<file path="src/rtl/cpu_ctrl_pkg.sv">
// Shared opcode, class and state definitions for the
// fetch/execute control sequencer.
package cpu_ctrl_pkg;

  localparam int OP_ADD  = 3;
  localparam int OP_SUB  = 4;
  localparam int OP_AND  = 5;
  localparam int OP_OR   = 6;
  localparam int OP_SHR  = 7;
  localparam int OP_SHRA = 8;
  localparam int OP_SHL  = 9;
  localparam int OP_ROR  = 10;
  localparam int OP_ROL  = 11;
  localparam int OP_MUL  = 15;
  localparam int OP_DIV  = 16;
  localparam int OP_NEG  = 17;
  localparam int OP_NOT  = 18;

  typedef enum logic [1:0] {
    CLS_ALU3,
    CLS_MULDIV,
    CLS_UNARY,
    CLS_ILLEGAL
  } instr_class_e;

  typedef enum logic [2:0] {
    S_IDLE,
    S_T0,
    S_T1,
    S_T2,
    S_T3,
    S_T4,
    S_T5,
    S_T6
  } state_e;

endpackage

</file>
<file path="src/rtl/instr_decoder.sv">
// Splits the instruction register into opcode and register
// fields and classifies the opcode.
module instr_decoder
  import cpu_ctrl_pkg::*;
#(
  parameter int NUM_REGS = 16,
  parameter int DATA_W   = 32,
  parameter int OPCODE_W = 5,
  localparam int RF_W    = $clog2(NUM_REGS)
) (
  input  logic [DATA_W-1:0]   ir,
  output logic [OPCODE_W-1:0] opcode,
  output logic [RF_W-1:0]     ra,
  output logic [RF_W-1:0]     rb,
  output logic [RF_W-1:0]     rc,
  output instr_class_e        cls
);

  localparam int LOW_W = DATA_W - OPCODE_W - 3 * RF_W;

  logic is_alu;
  logic is_md;
  logic is_un;
  logic unused_low;

  assign opcode = ir[DATA_W-1 -: OPCODE_W];
  assign ra     = ir[DATA_W-OPCODE_W-1 -: RF_W];
  assign rb     = ir[DATA_W-OPCODE_W-RF_W-1 -: RF_W];
  assign rc     = ir[DATA_W-OPCODE_W-2*RF_W-1 -: RF_W];

  assign unused_low = ^ir[LOW_W-1:0];

  always_comb begin
    is_alu = opcode inside {
      OPCODE_W'(OP_ADD), OPCODE_W'(OP_SUB),
      OPCODE_W'(OP_AND), OPCODE_W'(OP_OR),
      OPCODE_W'(OP_SHR), OPCODE_W'(OP_SHRA),
      OPCODE_W'(OP_SHL), OPCODE_W'(OP_ROR),
      OPCODE_W'(OP_ROL)
    };
    is_md = opcode inside {
      OPCODE_W'(OP_MUL), OPCODE_W'(OP_DIV)
    };
    is_un = opcode inside {
      OPCODE_W'(OP_NEG), OPCODE_W'(OP_NOT)
    };
  end

  always_comb begin
    cls = CLS_ILLEGAL;
    unique case (1'b1)
      is_alu:  cls = CLS_ALU3;
      is_md:   cls = CLS_MULDIV;
      is_un:   cls = CLS_UNARY;
      default: cls = CLS_ILLEGAL;
    endcase
  end

endmodule

</file>
<file path="src/rtl/control_sequencer.sv">
// Hardwired fetch/execute FSM driving bus selects, register
// enables and ALU opcode for the phase-2 datapath.
module control_sequencer
  import cpu_ctrl_pkg::*;
#(
  parameter int NUM_REGS = 16,
  parameter int DATA_W   = 32,
  parameter int OPCODE_W = 5
) (
  input  logic                clock,
  input  logic                clear,
  input  logic                run,
  input  logic [DATA_W-1:0]   ir,
  input  logic                mem_ready,
  output logic                PCout,
  output logic                Zlowout,
  output logic                Zhighout,
  output logic                MDRout,
  output logic                MARin,
  output logic                PCin,
  output logic                MDRin,
  output logic                IRin,
  output logic                RYin,
  output logic                RZin,
  output logic                HIin,
  output logic                LOin,
  output logic                IncPC,
  output logic                Mem_read,
  output logic [NUM_REGS-1:0] reg_out,
  output logic [NUM_REGS-1:0] reg_in,
  output logic [OPCODE_W-1:0] alu_op,
  output logic                done,
  output logic                illegal
);

  localparam int RF_W = $clog2(NUM_REGS);
  localparam logic [NUM_REGS-1:0] ONE = NUM_REGS'(1);

  state_e              state_q;
  state_e              state_d;
  state_e              exit_st;
  logic [OPCODE_W-1:0] opcode;
  logic [RF_W-1:0]     ra;
  logic [RF_W-1:0]     rb;
  logic [RF_W-1:0]     rc;
  instr_class_e        cls;

  instr_decoder #(
    .NUM_REGS (NUM_REGS),
    .DATA_W   (DATA_W),
    .OPCODE_W (OPCODE_W)
  ) u_dec (
    .ir     (ir),
    .opcode (opcode),
    .ra     (ra),
    .rb     (rb),
    .rc     (rc),
    .cls    (cls)
  );

  assign exit_st = run ? S_T0 : S_IDLE;

  always_comb begin
    state_d = state_q;
    unique case (state_q)
      S_IDLE: state_d = run ? S_T0 : S_IDLE;
      S_T0:   state_d = S_T1;
      S_T1:   state_d = mem_ready ? S_T2 : S_T1;
      S_T2:   state_d = S_T3;
      S_T3:   state_d = (cls == CLS_ILLEGAL) ? exit_st : S_T4;
      S_T4:   state_d = S_T5;
      S_T5:   state_d = (cls == CLS_MULDIV) ? S_T6 : exit_st;
      S_T6:   state_d = exit_st;
    endcase
  end

  always_ff @(posedge clock or negedge clear) begin
    if (!clear) state_q <= S_IDLE;
    else        state_q <= state_d;
  end

  // Moore decode; T3..T6 also use the IR fields, stable after T2
  always_comb begin
    PCout    = 1'b0;
    Zlowout  = 1'b0;
    Zhighout = 1'b0;
    MDRout   = 1'b0;
    MARin    = 1'b0;
    PCin     = 1'b0;
    MDRin    = 1'b0;
    IRin     = 1'b0;
    RYin     = 1'b0;
    RZin     = 1'b0;
    HIin     = 1'b0;
    LOin     = 1'b0;
    IncPC    = 1'b0;
    Mem_read = 1'b0;
    reg_out  = '0;
    reg_in   = '0;
    alu_op   = '0;
    done     = 1'b0;
    illegal  = 1'b0;
    unique case (state_q)
      S_IDLE: ;
      S_T0: begin
        PCout = 1'b1;
        MARin = 1'b1;
        IncPC = 1'b1;
        RZin  = 1'b1;
      end
      S_T1: begin
        Zlowout  = 1'b1;
        PCin     = 1'b1;
        Mem_read = 1'b1;
        MDRin    = 1'b1;
      end
      S_T2: begin
        MDRout = 1'b1;
        IRin   = 1'b1;
      end
      S_T3: begin
        if (cls == CLS_ILLEGAL) begin
          illegal = 1'b1;
        end else begin
          reg_out = ONE << rb;
          RYin    = 1'b1;
        end
      end
      S_T4: begin
        reg_out = (cls == CLS_UNARY) ? (ONE << rb)
                                     : (ONE << rc);
        alu_op  = opcode;
        RZin    = 1'b1;
      end
      S_T5: begin
        Zlowout = 1'b1;
        if (cls == CLS_MULDIV) begin
          LOin = 1'b1;
        end else begin
          reg_in = ONE << ra;
          done   = 1'b1;
        end
      end
      S_T6: begin
        Zhighout = 1'b1;
        HIin     = 1'b1;
        done     = 1'b1;
      end
    endcase
  end

endmodule

</file>
<file path="config.mk">
export PLATFORM = sky130hd
export DESIGN_NAME = control_sequencer
export DESIGN_NICKNAME = d
export VERILOG_FILES = /design/src/rtl/cpu_ctrl_pkg.sv /design/src/rtl/instr_decoder.sv /design/src/rtl/control_sequencer.sv
export SDC_FILE = /design/constraint.sdc
export NUM_CORES = 1
export LEC_CHECK = 0
export CAP_MARGIN = 5
export CELL_PAD_IN_SITES_DETAIL_PLACEMENT = 1
export CELL_PAD_IN_SITES_GLOBAL_PLACEMENT = 1
export CORE_MARGIN = 5
export CORE_UTILIZATION = 20
export CTS_CLUSTER_SIZE = 25
export DETAILED_ROUTE_END_ITERATION = 8
export HOLD_SLACK_MARGIN = 0.1
export PLACE_DENSITY = 0.89
export SYNTH_ARGS = -nofsm -noshare
export SYNTH_HDL_FRONTEND = slang
export SYNTH_SLANG_ARGS = --single-unit
</file>
<file path="constraint.sdc">
create_clock -name clock -period 4 [get_ports clock]
set_clock_uncertainty 0.15 [all_clocks]
set_input_delay 1.2 -clock clock [delete_from_list [all_inputs] [get_ports clock]]
set_output_delay 1.2 -clock clock [all_outputs]
set_load 0.02 [all_outputs]
</file>
-- Yosys cells after proc, flatten, opt, wreduce, memory -nomap -nowiden
Index checks and enable logic that the tools add are counted.
- register bits after elaboration: 3
- output and inout bits: 53
- logic and storage cells: 60
- equal/unequal tests: 23
- shifts and indexed selects: 3
- mux-type cells: 26
- reduce and logical (&&, ||, !) cells: 7
- operator list (cell ; count):
    2-to-1 mux 16 bit ; 4
    left shift 1 x 4 -> 16 bit, first input constant ; 3
    case mux 16 bit (2 select lines) ; 1
    == test 5 x 4 -> 1 bit, second input constant ; 5
    case mux 3 bit (7 select lines) ; 1
    == test 5 x 3 -> 1 bit, second input constant ; 4
    == test 5 bit, second input constant ; 3
    2-to-1 mux 1 bit ; 15
    == test 3 bit, second input constant ; 4
    nonzero test 9 bit ; 1
    == test 3 x 2 -> 1 bit, second input constant ; 2
    2-to-1 mux 3 bit ; 2
    case mux 2 bit (3 select lines) ; 1
    OR reduction 2 bit ; 3
    == test 5 x 2 -> 1 bit, second input constant ; 1
    2-to-1 mux 5 bit ; 1
    == test 2 bit, second input constant ; 2
    nonzero test 2 bit ; 2
    == test 3 x 1 -> 1 bit, second input constant ; 1
    zero test 3 bit ; 1
    == test 2 x 1 -> 1 bit, second input constant ; 1
    case mux 1 bit (2 select lines) ; 1

-- Longest topological paths before layout
- depth in word-level cells: 6
- mapped depth: 7

-- Cells and area by module
From an unflattened synthesis, not the netlist that was laid out.
- cell total of the unflattened synthesis: 144
- area, all modules: 1078.5 µm²
- by module, submodules not included (module ; times used ; cells an instance ; area each (µm²) ; seq. area each (µm²)):
    control_sequencer ; 1 ; 114 ; 878.3 ; 75.1
    instr_decoder ; 1 ; 30 ; 200.2 ; 0.0

-- Worst setup path before layout
Ideal clock, no wire load.
- path kind: input -> output
- from: input port ir[29]
- to: output port reg_out[7]
- arrival time: 2.511 ns
- required time: 2.650 ns
- setup slack: 0.139 ns
- stages: 7
- buffers on the path: 0
- cells stage by stage: and2b_1 -> a21oi_1 -> o22ai_1 -> nand2_1 -> inv_2 -> nand3_1 -> o21ai_0
- word-level cells in the longest chain between the ends: 6
- elaborated cells between the ends (all ways): 22
- ends and longest elaborated chain (element ; RTL line ; text):
    start: declaration ; control_sequencer.sv:13 ; input logic [DATA_W-1:0] ir,
    == test 5 x 2 -> 1 bit (tied with other cells) ; instr_decoder.sv:34 ; is_alu = opcode inside {
    nonzero test 9 bit (tied with other cells) ; instr_decoder.sv:34 ;
    case mux 2 bit (3 select lines) (*) ; instr_decoder.sv:51 ; unique case (1'b1)
    == test 2 bit (on tied branches) ; control_sequencer.sv:130, control_sequencer.sv:122 ;
    2-to-1 mux 16 bit (on tied branches) ; control_sequencer.sv:130, control_sequencer.sv:122 ;
    case mux 16 bit (2 select lines) (*) ; control_sequencer.sv:103 ; unique case (state_q)
    end: declaration ; control_sequencer.sv:29 ; output logic [NUM_REGS-1:0] reg_out,
Every way passes the cells marked *; elsewhere a longest branch is shown, timed or not.

-- Final worst setup path
- from: input port ir[27]
- to: output port reg_out[3]
The elaborated chain is that of the path after synthesis.

==> impl_metrics.json <==
{
  "top_regs": "state_q: 3 flops",
  "syn-num-nets": 181,
  "m1WireLength_um": 1959,
  "synthSimpleGateAreaFrac_pct": 53.42,
  "initial_core_util_pct": 20.83,
  "root_buffer": "clkbuf_8",
  "dp_cells": 286,
  "place_hpwl_um": 3565,
  "viasPerCell": 5.010,
  "clkLatencyLatePin_ps": 220,
  "yosys.area_share.xor_xnor_pct": 0.9589,
  "coreArea_um2": 4384,
  "ant_nets": 0,
  "async_flop_share_pct": 100.0,
  "die_area_um2": 6019,
  "relSlewSlack_pct": 71.60,
  "synthTopCellsByCount": "nor2_1, o22ai_1, nor3_1",
  "syn_inst": 145,
  "route.met2.wl_um": 2568,
  "antenna_cells": 0,
  "fin_cells": 297,
  "setup_viol": 0,
  "fin_crit_sh_pct": 99.17,
  "cts.clk_slew.worst_paths_ps": 30,
  "seq_area_frac_synth_pct": 8.219,
  "fillers": 551,
  "antenna_found_initial": 0,
  "synth_top_family_by_area": "simple AND/OR/NAND/NOR gates",
  "synth_top_area_cell": "nor2_1",
  "crit_fanout": 7,
  "gp_congestion": 0.8214,
  "post_drt_wl_per_cell_um": 16.32,
  "synthTopCellsByArea": "nor2_1, dfrtp_1, o22ai_1, buf_4, nand2b_1",
  "synth-edff-count": 0,
  "synth-adder-area-share_pct": 0,
  "netlist_area_um2": 913.4,
  "worstHoldPathType": "reg2reg",
  "fmax_mhz": 252.1,
  "drc_errors": 0,
  "die_w_um": 77.58,
  "clockBufferDepth": 2,
  "worst-setup-path-type": "in2out",
  "met3_length_um": 296,
  "yosysTopAreaCellShare_pct": 9.452,
  "place_ws_ps": -854.9,
  "start_kind": "input port",
  "power_density_nw_per_um2": 315.1,
  "largest-register": "state_q",
  "num_vias": 1488,
  "num-nets-final": 282,
  "drtIter0Drc": 39,
  "grtUsageTotal_pct": 14.65,
  "status": "completed",
  "grt_pass1_wl_um": 7396,
  "worst_slew_pin_slew_ps": 425.2,
  "synthFlopType": "dfrtp_1",
  "synthMuxAreaShare_pct": 0,
  "p_leak_nw": 0.8694,
  "grt_max_degree": 15,
  "fin_setup_tns_ps": 0,
  "wl_um": 4846,
  "syn_to_final_growth_pct": 115.6,
  "synth_compound_area_share_pct": 26.58,
  "ir_drop_v": 0.0001262,
  "slew_viol_final": 0,
  "io_pins": 89,
  "synth.avg_cell_area_um2": 6.299,
  "ys_warn_count": 0,
  "htreeDepth": 1,
  "synth.distinct_cells": 42,
  "final_layout_size_suffix_gt1_share_pct": 43.27,
  "die_h_um": 77.58,
  "grt-ovfl-total": 0,
  "period_minus_slack_ps": 3967,
  "synth.most_common_cell": "nor2_1",
  "largest_reg_flops": 3,
  "cts_tree": "done",
  "critPathRequiredTime_ps": 2650,
  "grt_pass1_vias": 1555,
  "io_buffers": 73,
  "synth_seq_cells": 3,
  "rsz0062_at_grt": "true",
  "finalWorstSetupSlack_ps": 33.08,
  "final_hold_viol_count": 0,
  "row_count": 24,
  "numClockSinks": 3,
  "cts_made_buffers": 3,
  "highest-signal-layer": "met4",
  "dr.pass1.iters": 4,
  "drv_cap": 0,
  "worstPathArrival_ps": 2620,
  "crit_path_end_kind": "output pin",
  "power_mw": 0.6206
}
where the power goes:
group | internal (mW) | switching [mW]
logic | 0.213 | 0.246
clock network | 0.0679 | 0.0195
registers | 0.0457 | 0.0281
total | 0.327 | 0.294
cells by family (layout without fill, tap and decap cells):
| family | count (synthesis) | in the layout |
|---|---|---|
| buf+inv | 19 | 119 |
| simple gates | 89 | 89 |
| xor+xnor | 1 | 1 |
| flops | 3 | 3 |
| compound gates | 33 | 33 |
layout by cell type (no fill, tap or decap), types with 3 or more instances in the layout:
cell              n
nand4_1           3
nor3_1            8
dlygate4sd2_1     8
buf_4            40
buf_6             5
dfrtp_1           3
clkdlybuf4s15_2   7
or3_1             3
nand2_1           8
nor2b_1           6
a21oi_1           3
o22ai_2           4
inv_1             4
nand2b_1          6
o22ai_1           8
nand3b_1          5
and3_1            6
buf_2            20
nor2_1           21
clkbuf_8          3
a31oi_1           4
clkdlybuf4s50_1  28
worst paths after layout:
kind	start	end	slack, ps	depth (start not counted)
setup reg to reg	state_q[0]	state_q[2]	2200	4
hold / removal	state_q[0]	state_q[0]	450	1
min in group asynchronous	clear	state_q[2]	1020	1
max in group asynchronous	clear	state_q[1]	2530	1
setup / recovery	ir[27]	reg_out[3]	30	9
hold reg to reg	state_q[0]	state_q[0]	450	1
timing repair:
item	in CTS	in global routing
resized for setup	183	10
setup endpoints to repair	36	20
hold buffers	0	0
hold endpoints to repair	0	0
buffers inserted	4	3
pin swaps	11	9
cell type report:
class                      instances  area, µm²  share of cell area [%]
clock buffer                       4      45.04                   2.287
inverter                           6      27.53                   1.398
multi-input combinational        123      860.8                   43.71
sequential                         3      75.07                   3.812
tap                               52      65.06                   3.304
timing repair buffer             109      895.9                   45.49
stage by stage:
stage | hold slack (ps) | instance area (µm²) | utilization (%)
2_1_floorplan | 370.3 | 913.4 | -
3_3_place_gp | 427.8 | 1851 | 42.21
3_5_place_dp | 426.2 | 1851 | 42.21
4_1_cts | 430.2 | 1916 | 43.69
5_1_grt | 474.5 | 1969 | 44.92
6_report | 450.7 | 1969 | 44.92
worst max-delay path, stage by stage:
cell and delay (ps):
buf_2 120, buf_4 140, xor2_2 190, nand2_2 130, buf_6 170, nor3_1 190
a41oi_1 80, o22ai_1 210, buf_4 190
per-layer routing:
| layer | up-vias | track usage [%] |
|---|---|---|
| li1 | 726 | - |
| met1 | 698 | 16.18 |
| met2 | 60 | 28.21 |
| met3 | 4 | 3.935 |
| met4 | 0 | 1.890 |
| met5 | - | 0 |
Power figures use the tool's default switching activity.
